File: src/rtl/apb_master.sv
// APB requester: turns a valid/ready command into one SETUP+ACCESS transfer
// and returns one response per command, with a wait-state timeout.
module apb_master #(
    parameter int unsigned BUS_WIDTH      = 64,
    parameter int unsigned ADDR_WIDTH     = 32,
    parameter int unsigned TIMEOUT_CYCLES = 256
) (
    input  logic                    clk_i,
    input  logic                    rst_i,
    input  logic                    cmd_valid_i,
    output logic                    cmd_ready_o,
    input  logic                    cmd_write_i,
    input  logic [ADDR_WIDTH-1:0]   cmd_addr_i,
    input  logic [BUS_WIDTH-1:0]    cmd_wdata_i,
    input  logic [BUS_WIDTH/8-1:0]  cmd_strb_i,
    output logic                    rsp_valid_o,
    output logic [BUS_WIDTH-1:0]    rsp_rdata_o,
    output logic                    rsp_err_o,
    output logic                    rsp_timeout_o,
    output logic                    psel_o,
    output logic                    penable_o,
    output logic                    pwrite_o,
    output logic [ADDR_WIDTH-1:0]   paddr_o,
    output logic [BUS_WIDTH-1:0]    pwdata_o,
    output logic [BUS_WIDTH/8-1:0]  pstrb_o,
    input  logic                    pready_i,
    input  logic                    pslverr_i,
    input  logic [BUS_WIDTH-1:0]    prdata_i
);

    localparam int unsigned STRB_WIDTH = BUS_WIDTH / 8;
    localparam int unsigned CNT_WIDTH  = (TIMEOUT_CYCLES > 0) ? $clog2(TIMEOUT_CYCLES + 1) : 1;
    localparam logic [CNT_WIDTH-1:0] CNT_MAX   = {CNT_WIDTH{1'b1}};
    localparam logic [CNT_WIDTH-1:0] CNT_FIRE  = CNT_WIDTH'(TIMEOUT_CYCLES - 1);

    typedef enum logic [1:0] {
        ST_IDLE   = 2'd0,
        ST_SETUP  = 2'd1,
        ST_ACCESS = 2'd2
    } state_t;

    state_t                 state_q;
    logic [CNT_WIDTH-1:0]   wait_cnt_q;
    logic                   cmd_ready_q;
    logic                   rsp_valid_q;
    logic [BUS_WIDTH-1:0]   rsp_rdata_q;
    logic                   rsp_err_q;
    logic                   rsp_timeout_q;
    logic                   psel_q;
    logic                   penable_q;
    logic                   pwrite_q;
    logic [ADDR_WIDTH-1:0]  paddr_q;
    logic [BUS_WIDTH-1:0]   pwdata_q;
    logic [STRB_WIDTH-1:0]  pstrb_q;
    logic                   timeout_hit;

    // This ACCESS cycle would be the TIMEOUT_CYCLES-th one without pready.
    assign timeout_hit = (TIMEOUT_CYCLES != 0) && !pready_i && (wait_cnt_q == CNT_FIRE);

    always_ff @(posedge clk_i) begin
        if (rst_i) begin
            state_q       <= ST_IDLE;
            wait_cnt_q    <= '0;
            cmd_ready_q   <= 1'b1;
            rsp_valid_q   <= 1'b0;
            rsp_rdata_q   <= '0;
            rsp_err_q     <= 1'b0;
            rsp_timeout_q <= 1'b0;
            psel_q        <= 1'b0;
            penable_q     <= 1'b0;
            pwrite_q      <= 1'b0;
            paddr_q       <= '0;
            pwdata_q      <= '0;
            pstrb_q       <= '0;
        end else begin
            rsp_valid_q <= 1'b0;
            case (state_q)
                ST_IDLE: begin
                    if (cmd_valid_i && cmd_ready_q) begin
                        pwrite_q    <= cmd_write_i;
                        paddr_q     <= cmd_addr_i;
                        pwdata_q    <= cmd_write_i ? cmd_wdata_i : '0;
                        pstrb_q     <= cmd_write_i ? cmd_strb_i : '0;
                        psel_q      <= 1'b1;
                        cmd_ready_q <= 1'b0;
                        state_q     <= ST_SETUP;
                    end
                end
                ST_SETUP: begin
                    penable_q  <= 1'b1;
                    wait_cnt_q <= '0;
                    state_q    <= ST_ACCESS;
                end
                ST_ACCESS: begin
                    if (!pready_i && (wait_cnt_q != CNT_MAX)) begin
                        wait_cnt_q <= wait_cnt_q + CNT_WIDTH'(1);
                    end
                    // Completion takes priority over a coincident timeout.
                    if (pready_i) begin
                        psel_q        <= 1'b0;
                        penable_q     <= 1'b0;
                        cmd_ready_q   <= 1'b1;
                        rsp_valid_q   <= 1'b1;
                        rsp_err_q     <= pslverr_i;
                        rsp_timeout_q <= 1'b0;
                        rsp_rdata_q   <= pwrite_q ? '0 : prdata_i;
                        state_q       <= ST_IDLE;
                    end else if (timeout_hit) begin
                        psel_q        <= 1'b0;
                        penable_q     <= 1'b0;
                        cmd_ready_q   <= 1'b1;
                        rsp_valid_q   <= 1'b1;
                        rsp_err_q     <= 1'b1;
                        rsp_timeout_q <= 1'b1;
                        rsp_rdata_q   <= '0;
                        state_q       <= ST_IDLE;
                    end
                end
                default: begin
                    psel_q      <= 1'b0;
                    penable_q   <= 1'b0;
                    cmd_ready_q <= 1'b1;
                    state_q     <= ST_IDLE;
                end
            endcase
        end
    end

    assign cmd_ready_o   = cmd_ready_q;
    assign rsp_valid_o   = rsp_valid_q;
    assign rsp_rdata_o   = rsp_rdata_q;
    assign rsp_err_o     = rsp_err_q;
    assign rsp_timeout_o = rsp_timeout_q;
    assign psel_o        = psel_q;
    assign penable_o     = penable_q;
    assign pwrite_o      = pwrite_q;
    assign paddr_o       = paddr_q;
    assign pwdata_o      = pwdata_q;
    assign pstrb_o       = pstrb_q;

endmodule

File: config.mk
export PLATFORM = sky130hd
export DESIGN_NAME = apb_master
export DESIGN_NICKNAME = d
export VERILOG_FILES = /design/src/rtl/apb_master.sv
export SDC_FILE = /design/constraint.sdc
export NUM_CORES = 1
export LEC_CHECK = 0
export ABC_AREA = 1
export CORE_MARGIN = 2
export CORE_UTILIZATION = 36
export CTS_CLUSTER_SIZE = 14
export DETAILED_ROUTE_END_ITERATION = 12
export GPL_TIMING_DRIVEN = 0
export PLACE_DENSITY = 0.77
export SLEW_MARGIN = 0
export SYNTH_ARGS = -nofsm -noshare
export SYNTH_HDL_FRONTEND = slang
export SYNTH_SLANG_ARGS = --single-unit
File: constraint.sdc
create_clock -name clk_i -period 1.9 [get_ports clk_i]
set_input_delay 0.38 -clock clk_i [delete_from_list [all_inputs] [get_ports clk_i]]
set_output_delay 0.38 -clock clk_i [all_outputs]
set_load 0.01 [all_outputs]
==> summary.md, run 1 <==
| Metric | Value |
|---|---|
| Outcome | `finished clean` |
| Relative slew margins | `0.590` |
| Synth cell count leaders | `nand2_1 (239), dfxtp_1 (186), o21ai_0 (90)` |
| Met1 Wirelength | `8820 um` |
| Fmax | `542 MHz` |
| Initial antenna violation count | `1` |
| Final core occ | `0.608` |
| Mapped cell area | `0.00674 mm^2` |
| Top delay family on crit path | `simple AND/OR/NAND/NOR gates` |
| Post-synthesis sequential area ratio | `0.553` |
| Num CTS Buffers | `17` |
| Die Y | `141 um` |
| Met3 Wirelength | `1910 um` |
| Critical path type | `reg -> reg` |
| Later-pin clock latency in the skew report | `0.43 ns` |
| Area after DPL | `0.0105 mm^2` |
| Synth Instances | `858` |
| Hold Vio Cnt, Final | `0` |
| Vias in the first global route | `6566` |
| WP data required | `2.24 ns` |
| Synth Register Bits | `186` |
| Met2 WL | `10900 um` |
| Ports | `349` |
| Drt total wl | `22400 um` |
| Most instantiated library cell after synthesis | `nand2_1` |
| Tot GR Track Use | `0.219` |
| Worst-path fanout max | `10` |
| DP HPWL | `16900 um` |
| Primary FF master, synth | `dfxtp_1` |
| Die X | `141 um` |
| Vias per Instance | `4.74` |
| Bufs and invs on worst path | `3` |
| Startpoint Class | `flip-flop` |
| Worst Clk Skew | `0.0135 ns` |
| Core area | `0.0185 mm^2` |
| Final GP Congestion | `0.878` |
| Sequential cell area | `0.00373 mm^2` |
| Initial Util | `0.364` |
| Final Cycle Share | `0.970` |
| Final TNS setup | `0 ns` |
| Routed WL per cell | `15.1 um` |
| Area of the multi-input gates | `0.00269 mm^2` |
| Placed Instances | `1439` |
| # DRC | `0` |
| Share of async-settable or async-resettable flops after synthesis | `0` |
| Leakage | `4.15 nW` |
| Max VDD drop | `0.000582 V` |
| Clock-pin slew on the worst setup and hold paths | `0.07 ns` |
| CTS tree | `done` |
| Drt initial violations | `273` |
| HP Class | `reg -> reg` |
| Largest net degree at the start of global routing | `18` |
| CTS sink count | `186` |
| Mapped Avg Cell Area | `7.85 um^2` |
| Synthesized Nets | `1035` |
| Clk root buf | `clkbuf_16` |
| Yosys warning count | `0` |
| Area contributors post-synth | `dfxtp_1 (55%), nand2_1 (13%), o21ai_0 (6.7%)` |
| Port Buffers | `347` |
| Final hold slack | `0.463 ns` |
| Finished Cell Area | `0.0113 mm^2` |
| Area Overhead vs Synth | `67.2%` |
| Maximum clock path buffer count | `2` |
| Cell variety after synth | `24` |
| Slowest-stage cell, CP | `dfxtp_2` |
| Post-Layout Cell Count | `1477` |
| PD cells | `819 mW/mm^2` |
| First-pass GRT wire length | `34500 um` |
| Crit end category | `flip-flop` |
| Via count | `6998` |
| Slew @ Worst Pin | `0.615 ns` |
| CP peak stage delay | `0.36 ns` |
| Count of pins over their slew limit | `0` |
| Post-route minimum period | `1.84 ns` |
| Yosys top cell by area | `dfxtp_1` |
| DRT Pass-1 Iters | `7` |
| Nets | `1407` |
| Top routing layer used | `met5` |
| Number of fill cells | `1650` |
| Die outline area | `0.0198 mm^2` |
| Cell Chain, Critical Path | `ha_4 > nand2_2 > inv_2 > nand2_2 > nor2_4 > ha_2 > nor2_2 > nor2_4 > nand2_2 > buf_6 > clkbuf_8 > o21ai_0` |
| Diode count | `0` |
| Count of max-cap constraint violations | `0` |
| H-tree Lvls | `4` |
| Standard-cell row count | `50` |
| GR Overflow Total | `0` |
| Endpoints failing setup | `0` |
| Synth top area share | `0.553` |
| Hold_buf cts | `0` |
| Share of post-route cells with drive strength above 1 | `0.0877` |
| Most repeated library cell on the critical path | `nand2_2` |
| Final ANT Viol Nets | `0` |
| Number of synthesized flops with an enable pin | `0` |
| RSZ-0062 raised after global routing | `yes` |
| Data arrival, critical path | `2.19 ns` |
[final cells by class]
cell class | instances | area share
Sequential cell | 186 | 0.331
Buffer | 61 | 0.0340
Timing Repair Buffer | 353 | 0.312
Multi-Input combinational cell | 592 | 0.239
Clock inverter | 13 | 0.0120
Inverter | 19 | 0.00633
Tap cell | 234 | 0.0260
Clock buffer | 19 | 0.0393
[metrics by stage]
step | total power, mW | setup WS (ns)
finish | 9.23 | 0.0563
global route | 9.64 | -0.0336
CTS | 9.33 | 0.0000322
detailed placement | 5.79 | -0.385
global placement | 5.78 | -0.351
floorplan | 4.87 | 0.0850
[path summary, 6_finish.rpt]
check                                endpoint  slack, ns                  startpoint  depth (start not counted)
setup / recovery  rsp_rdata_o[2]$_SDFFE_PP0P_       0.06  wait_cnt_q[1]$_SDFFE_PP0P_                         12
hold / removal      pwdata_o[52]$_SDFFE_PP0P_       0.46   pwdata_o[52]$_SDFFE_PP0P_                          2
setup reg to reg  rsp_rdata_o[2]$_SDFFE_PP0P_       0.06  wait_cnt_q[1]$_SDFFE_PP0P_                         12
hold reg to reg     pwdata_o[52]$_SDFFE_PP0P_       0.46   pwdata_o[52]$_SDFFE_PP0P_                          2
[state kept, by name (all words and copies together) (netlist names)]
register       flops
pwrite_o           1
rsp_rdata_o       64
rsp_err_o          1
pstrb_o            8
cmd_ready_o        1
state_q            2
psel_o             1
paddr_o           32
wait_cnt_q         9
pwdata_o          64
penable_o          1
rsp_valid_o        1
rsp_timeout_o      1
[repair_timing]
action | in CTS | in global routing
buffers inserted | 1 | 5
gates resized for setup | 30 | 58
pin swaps | 2 | 4
endpoints found under the setup margin | 64 | 75
[power by group]
part | internal (mW) | switching, mW | total, mW
combinational | 0.823 | 0.713 | 1.54
sequential | 4.08 | 0.0967 | 4.18
clock | 1.89 | 1.62 | 3.51
[layer usage]
layer,track usage,up-vias
li1,-,3535
met1,0.247,3142
met2,0.376,277
met3,0.0842,42
met4,0.0842,2
met5,0,-
[kinds of logic (layout without fill, tap and decap cells)]
| group | count (synthesis) | after routing | synth area share |
|---|---|---|---|
| AND/OR/NAND/NOR | 401 | 401 | 0.243 |
| flip-flops | 186 | 186 | 0.553 |
| adder cells (fa/ha/maj) | 3 | 3 | 0.00557 |
| AO/OA/AOI/OAI | 188 | 188 | 0.140 |
| buffers and inverters | 80 | 465 | 0.0580 |
[worst min-delay path: stages, from the launching register on]
cell and delay (ns):
dfxtp_1 0.31, nand2_1 0.06, a21oi_1 0.05
[layout by cell type (no fill, tap or decap), types with 2 or more instances in the layout]
master             n
nor2_4             4
clkbuf_16         17
clkdlybuf4s50_1  346
o21ai_2            6
nor2_2             3
inv_6              3
clkbuf_1          17
o21ai_1           42
buf_1              3
a21oi_1           83
buf_6              6
nand3_1           70
buf_8              2
buf_4             20
nand2_2            5
dfxtp_2            4
inv_1             16
buf_2             17
dfxtp_1          182
inv_2              3
nand2_1          236
clkbuf_2           2
clkinvlp_4         3
clkinv_4           2
inv_8              3
o21ai_0           55
nor2_1            79
clkbuf_8           2
Power figures use the tool's default switching activity.
==> run 2: changes to the inputs <==
--- a/config.mk
+++ b/config.mk
@@ -6,12 +6,15 @@
 export NUM_CORES = 1
 export LEC_CHECK = 0
 export ABC_AREA = 1
+export CELL_PAD_IN_SITES_DETAIL_PLACEMENT = 0
+export CELL_PAD_IN_SITES_GLOBAL_PLACEMENT = 1
 export CORE_MARGIN = 2
-export CORE_UTILIZATION = 36
+export CORE_UTILIZATION = 25
 export CTS_CLUSTER_SIZE = 14
 export DETAILED_ROUTE_END_ITERATION = 12
 export GPL_TIMING_DRIVEN = 0
 export PLACE_DENSITY = 0.77
+export SETUP_SLACK_MARGIN = 0.3
 export SLEW_MARGIN = 0
 export SYNTH_ARGS = -nofsm -noshare
 export SYNTH_HDL_FRONTEND = slang
==> run 2 against run 1 <==
Net effect: routed wire length up 15%; die area up 43%; flip-flop and latch count unchanged; utilization down 15 points.
==> summary.md, run 2 (synthesis gave the netlist of run 1 again) <==
| Metric | Value |
|---|---|
| Outcome | `finished clean` |
| Crit end category | `flip-flop` |
| R2R Path End | `rsp_rdata_o[3]$_SDFFE_PP0P_` |
| Port Buffers | `347` |
| Critical path type | `reg -> reg` |
| GR Overflow Total | `0` |
| Count of pins over their slew limit | `0` |
| Crit path capture | `rsp_rdata_o[3]$_SDFFE_PP0P_` |
| Sw frac | `0.281` |
| Fmax | `545 MHz` |
| Standard-cell row count | `60` |
| Final ANT Viol Nets | `0` |
| First-pass GRT wire length | `38200 um` |
| Combinational share of power | `0.167` |
| Final Cycle Share | `0.965` |
| Worst Clk Skew | `0.0209 ns` |
| DP HPWL | `18000 um` |
| Slowest-stage cell, CP | `dfxtp_4` |
| Ports | `349` |
| Tot GR Track Use | `0.172` |
| Switching power | `2.58 mW` |
| Cell Chain, Critical Path | `ha_4 > nand2_4 > inv_4 > nand2_4 > nor2_4 > ha_4 > nor2_4 > nor2_4 > nand2_4 > clkbuf_16 > clkbuf_16 > o21ai_2` |
| RSZ-0062 raised after global routing | `yes` |
| Clock-pin slew on the worst setup and hold paths | `0.07 ns` |
| Via count | `7139` |
| Die X | `168 um` |
| Core area | `0.0267 mm^2` |
| Largest net degree at the start of global routing | `19` |
| Vias in the first global route | `6980` |
| Drt initial violations | `234` |
| Top delay family on crit path | `simple AND/OR/NAND/NOR gates` |
| Post-Layout Cell Count | `1619` |
| Data arrival, critical path | `2.19 ns` |
| Maximum clock path buffer count | `2` |
| Worst-path fanout max | `5` |
| Final setup margin | `0.0659 ns` |
| Initial antenna violation count | `1` |
| Seq pwr share | `0.453` |
| Placed Instances | `1546` |
| Start of the worst register-to-register path | `wait_cnt_q[1]$_SDFFE_PP0P_` |
| Leakage | `5.41 nW` |
| Area Overhead vs Synth | `80.8%` |
| Number of fill cells | `2734` |
| Sequential cell area | `0.00374 mm^2` |
| Relative slew margins | `0.520` |
| Area after DPL | `0.0107 mm^2` |
| Most common cell after layout, fill and taps aside | `nand2_1` |
| CP peak stage delay | `0.36 ns` |
| Finished Cell Area | `0.0122 mm^2` |
| Final GP Congestion | `0.772` |
| H-tree Lvls | `4` |
| Clk root buf | `clkbuf_16` |
| Post-route minimum period | `1.83 ns` |
| Clock network power share | `0.380` |
| WP data required | `2.26 ns` |
| CTS tree | `done` |
| CP Launch Point | `wait_cnt_q[1]$_SDFFE_PP0P_` |
| Reg2reg setup slack | `0.07 ns` |
| CTS sink count | `186` |
| Dpl ws | `-0.178 ns` |
| Num CTS Buffers | `17` |
| DRT Pass-1 Iters | `4` |
| R2R cell count | `12` |
| Routed WL per cell | `15.9 um` |
| PD cells | `756 mW/mm^2` |
| Vias per Instance | `4.41` |
| Drt total wl | `25700 um` |
| Nets | `1441` |
| Count of max-cap constraint violations | `0` |
| Share of post-route cells with drive strength above 1 | `0.175` |
| Hold Vio Cnt, Final | `0` |
| Int Power | `6.62 mW` |
| # DRC | `0` |
| Hold path start | `pwdata_o[46]$_SDFFE_PP0P_` |
| Bufs and invs on worst path | `3` |
| Initial Util | `0.252` |
| Die outline area | `0.0283 mm^2` |
| Endpoints failing setup | `0` |
| Final hold slack | `0.462 ns` |
| Area of the multi-input gates | `0.00307 mm^2` |
| Slew @ Worst Pin | `0.721 ns` |
| Max VDD drop | `0.000374 V` |
| Most frequent cells in the layout | `nand2_1 (229), dfxtp_1 (179), dlygate4sd2_1 (173), clkdlybuf4s50_1 (172), a21oi_1 (80)` |
| Worst path depth | `12` |
| Startpoint Class | `flip-flop` |
| Later-pin clock latency in the skew report | `0.43 ns` |
| Die Y | `168 um` |
| Final TNS setup | `0 ns` |
| HP Class | `reg -> reg` |
[run 2: timing repair]
item / in CTS / in global routing
hold buffers: 0 / 0
resized for setup: 248 / 92
pin swaps: 14 / 13
buffers inserted: 20 / 5
cloned: 9 / 6
setup endpoints to repair: 255 / 150
endpoints found under the hold margin: 0 / 0
[run 2: layout make-up]
| cell class | count | share of cell area |
|---|---|---|
| clock buffers | 19 | 0.0364 |
| flip-flops and latches | 186 | 0.307 |
| inverters | 19 | 0.00627 |
| plain buffers | 61 | 0.0419 |
| repair buffers | 386 | 0.311 |
| well taps | 341 | 0.0350 |
| clock inverters | 13 | 0.0102 |
| diodes | 1 | 0.000206 |
| multi-input cells | 593 | 0.252 |
[run 2: through the flow]
step / total power [mW] / utilization
finish: 9.20 / 0.456
global route: 9.64 / 0.456
CTS: 9.31 / 0.436
detailed placement: 5.83 / 0.402
global placement: 5.82 / 0.402
floorplan: 4.89 / -
[run 2: worst register-to-register path, delay by kind of cell, from the launching register on]
kind	cells	cell delay, ns
AO/OA/AOI/OAI	1	0.11
adder cells (fa/ha/maj)	2	0.30
buffers and inverters	3	0.41
flip-flops	1	0.36
AND/OR/NAND/NOR	6	0.61
[run 2: worst min path at each step]
stage	slack, ns	cells after the start	end
after CTS	0.46	2	pwdata_o[30]$_SDFFE_PP0P_
after detailed placement	0.45	2	pwdata_o[3]$_SDFFE_PP0P_
after floorplan	0.45	2	wait_cnt_q[6]$_SDFFE_PP0P_
final	0.46	2	pwdata_o[46]$_SDFFE_PP0P_
after global placement	0.45	2	pwdata_o[55]$_SDFFE_PP0P_
after global routing	0.48	2	pwdata_o[3]$_SDFFE_PP0P_
[run 2: power by group through the flow]
stage	logic, mW	clock network, mW	registers (mW)
3_3_place_gp	1.56	0	4.26
4_1_cts	1.50	3.64	4.17
6_report	1.54	3.50	4.17
5_1_grt	1.68	3.77	4.20
3_5_place_dp	1.56	0	4.27
2_1_floorplan	0.537	0	4.35
[run 2: per-layer routing]
metal,up-vias,GRT usage,wire length [um],share of wire
li1,3612,-,-,-
met1,3267,0.194,10500,0.41
met2,237,0.309,12800,0.50
met3,23,0.0552,1860,0.073
met4,0,0.0510,431,0.017
met5,-,0,0,0
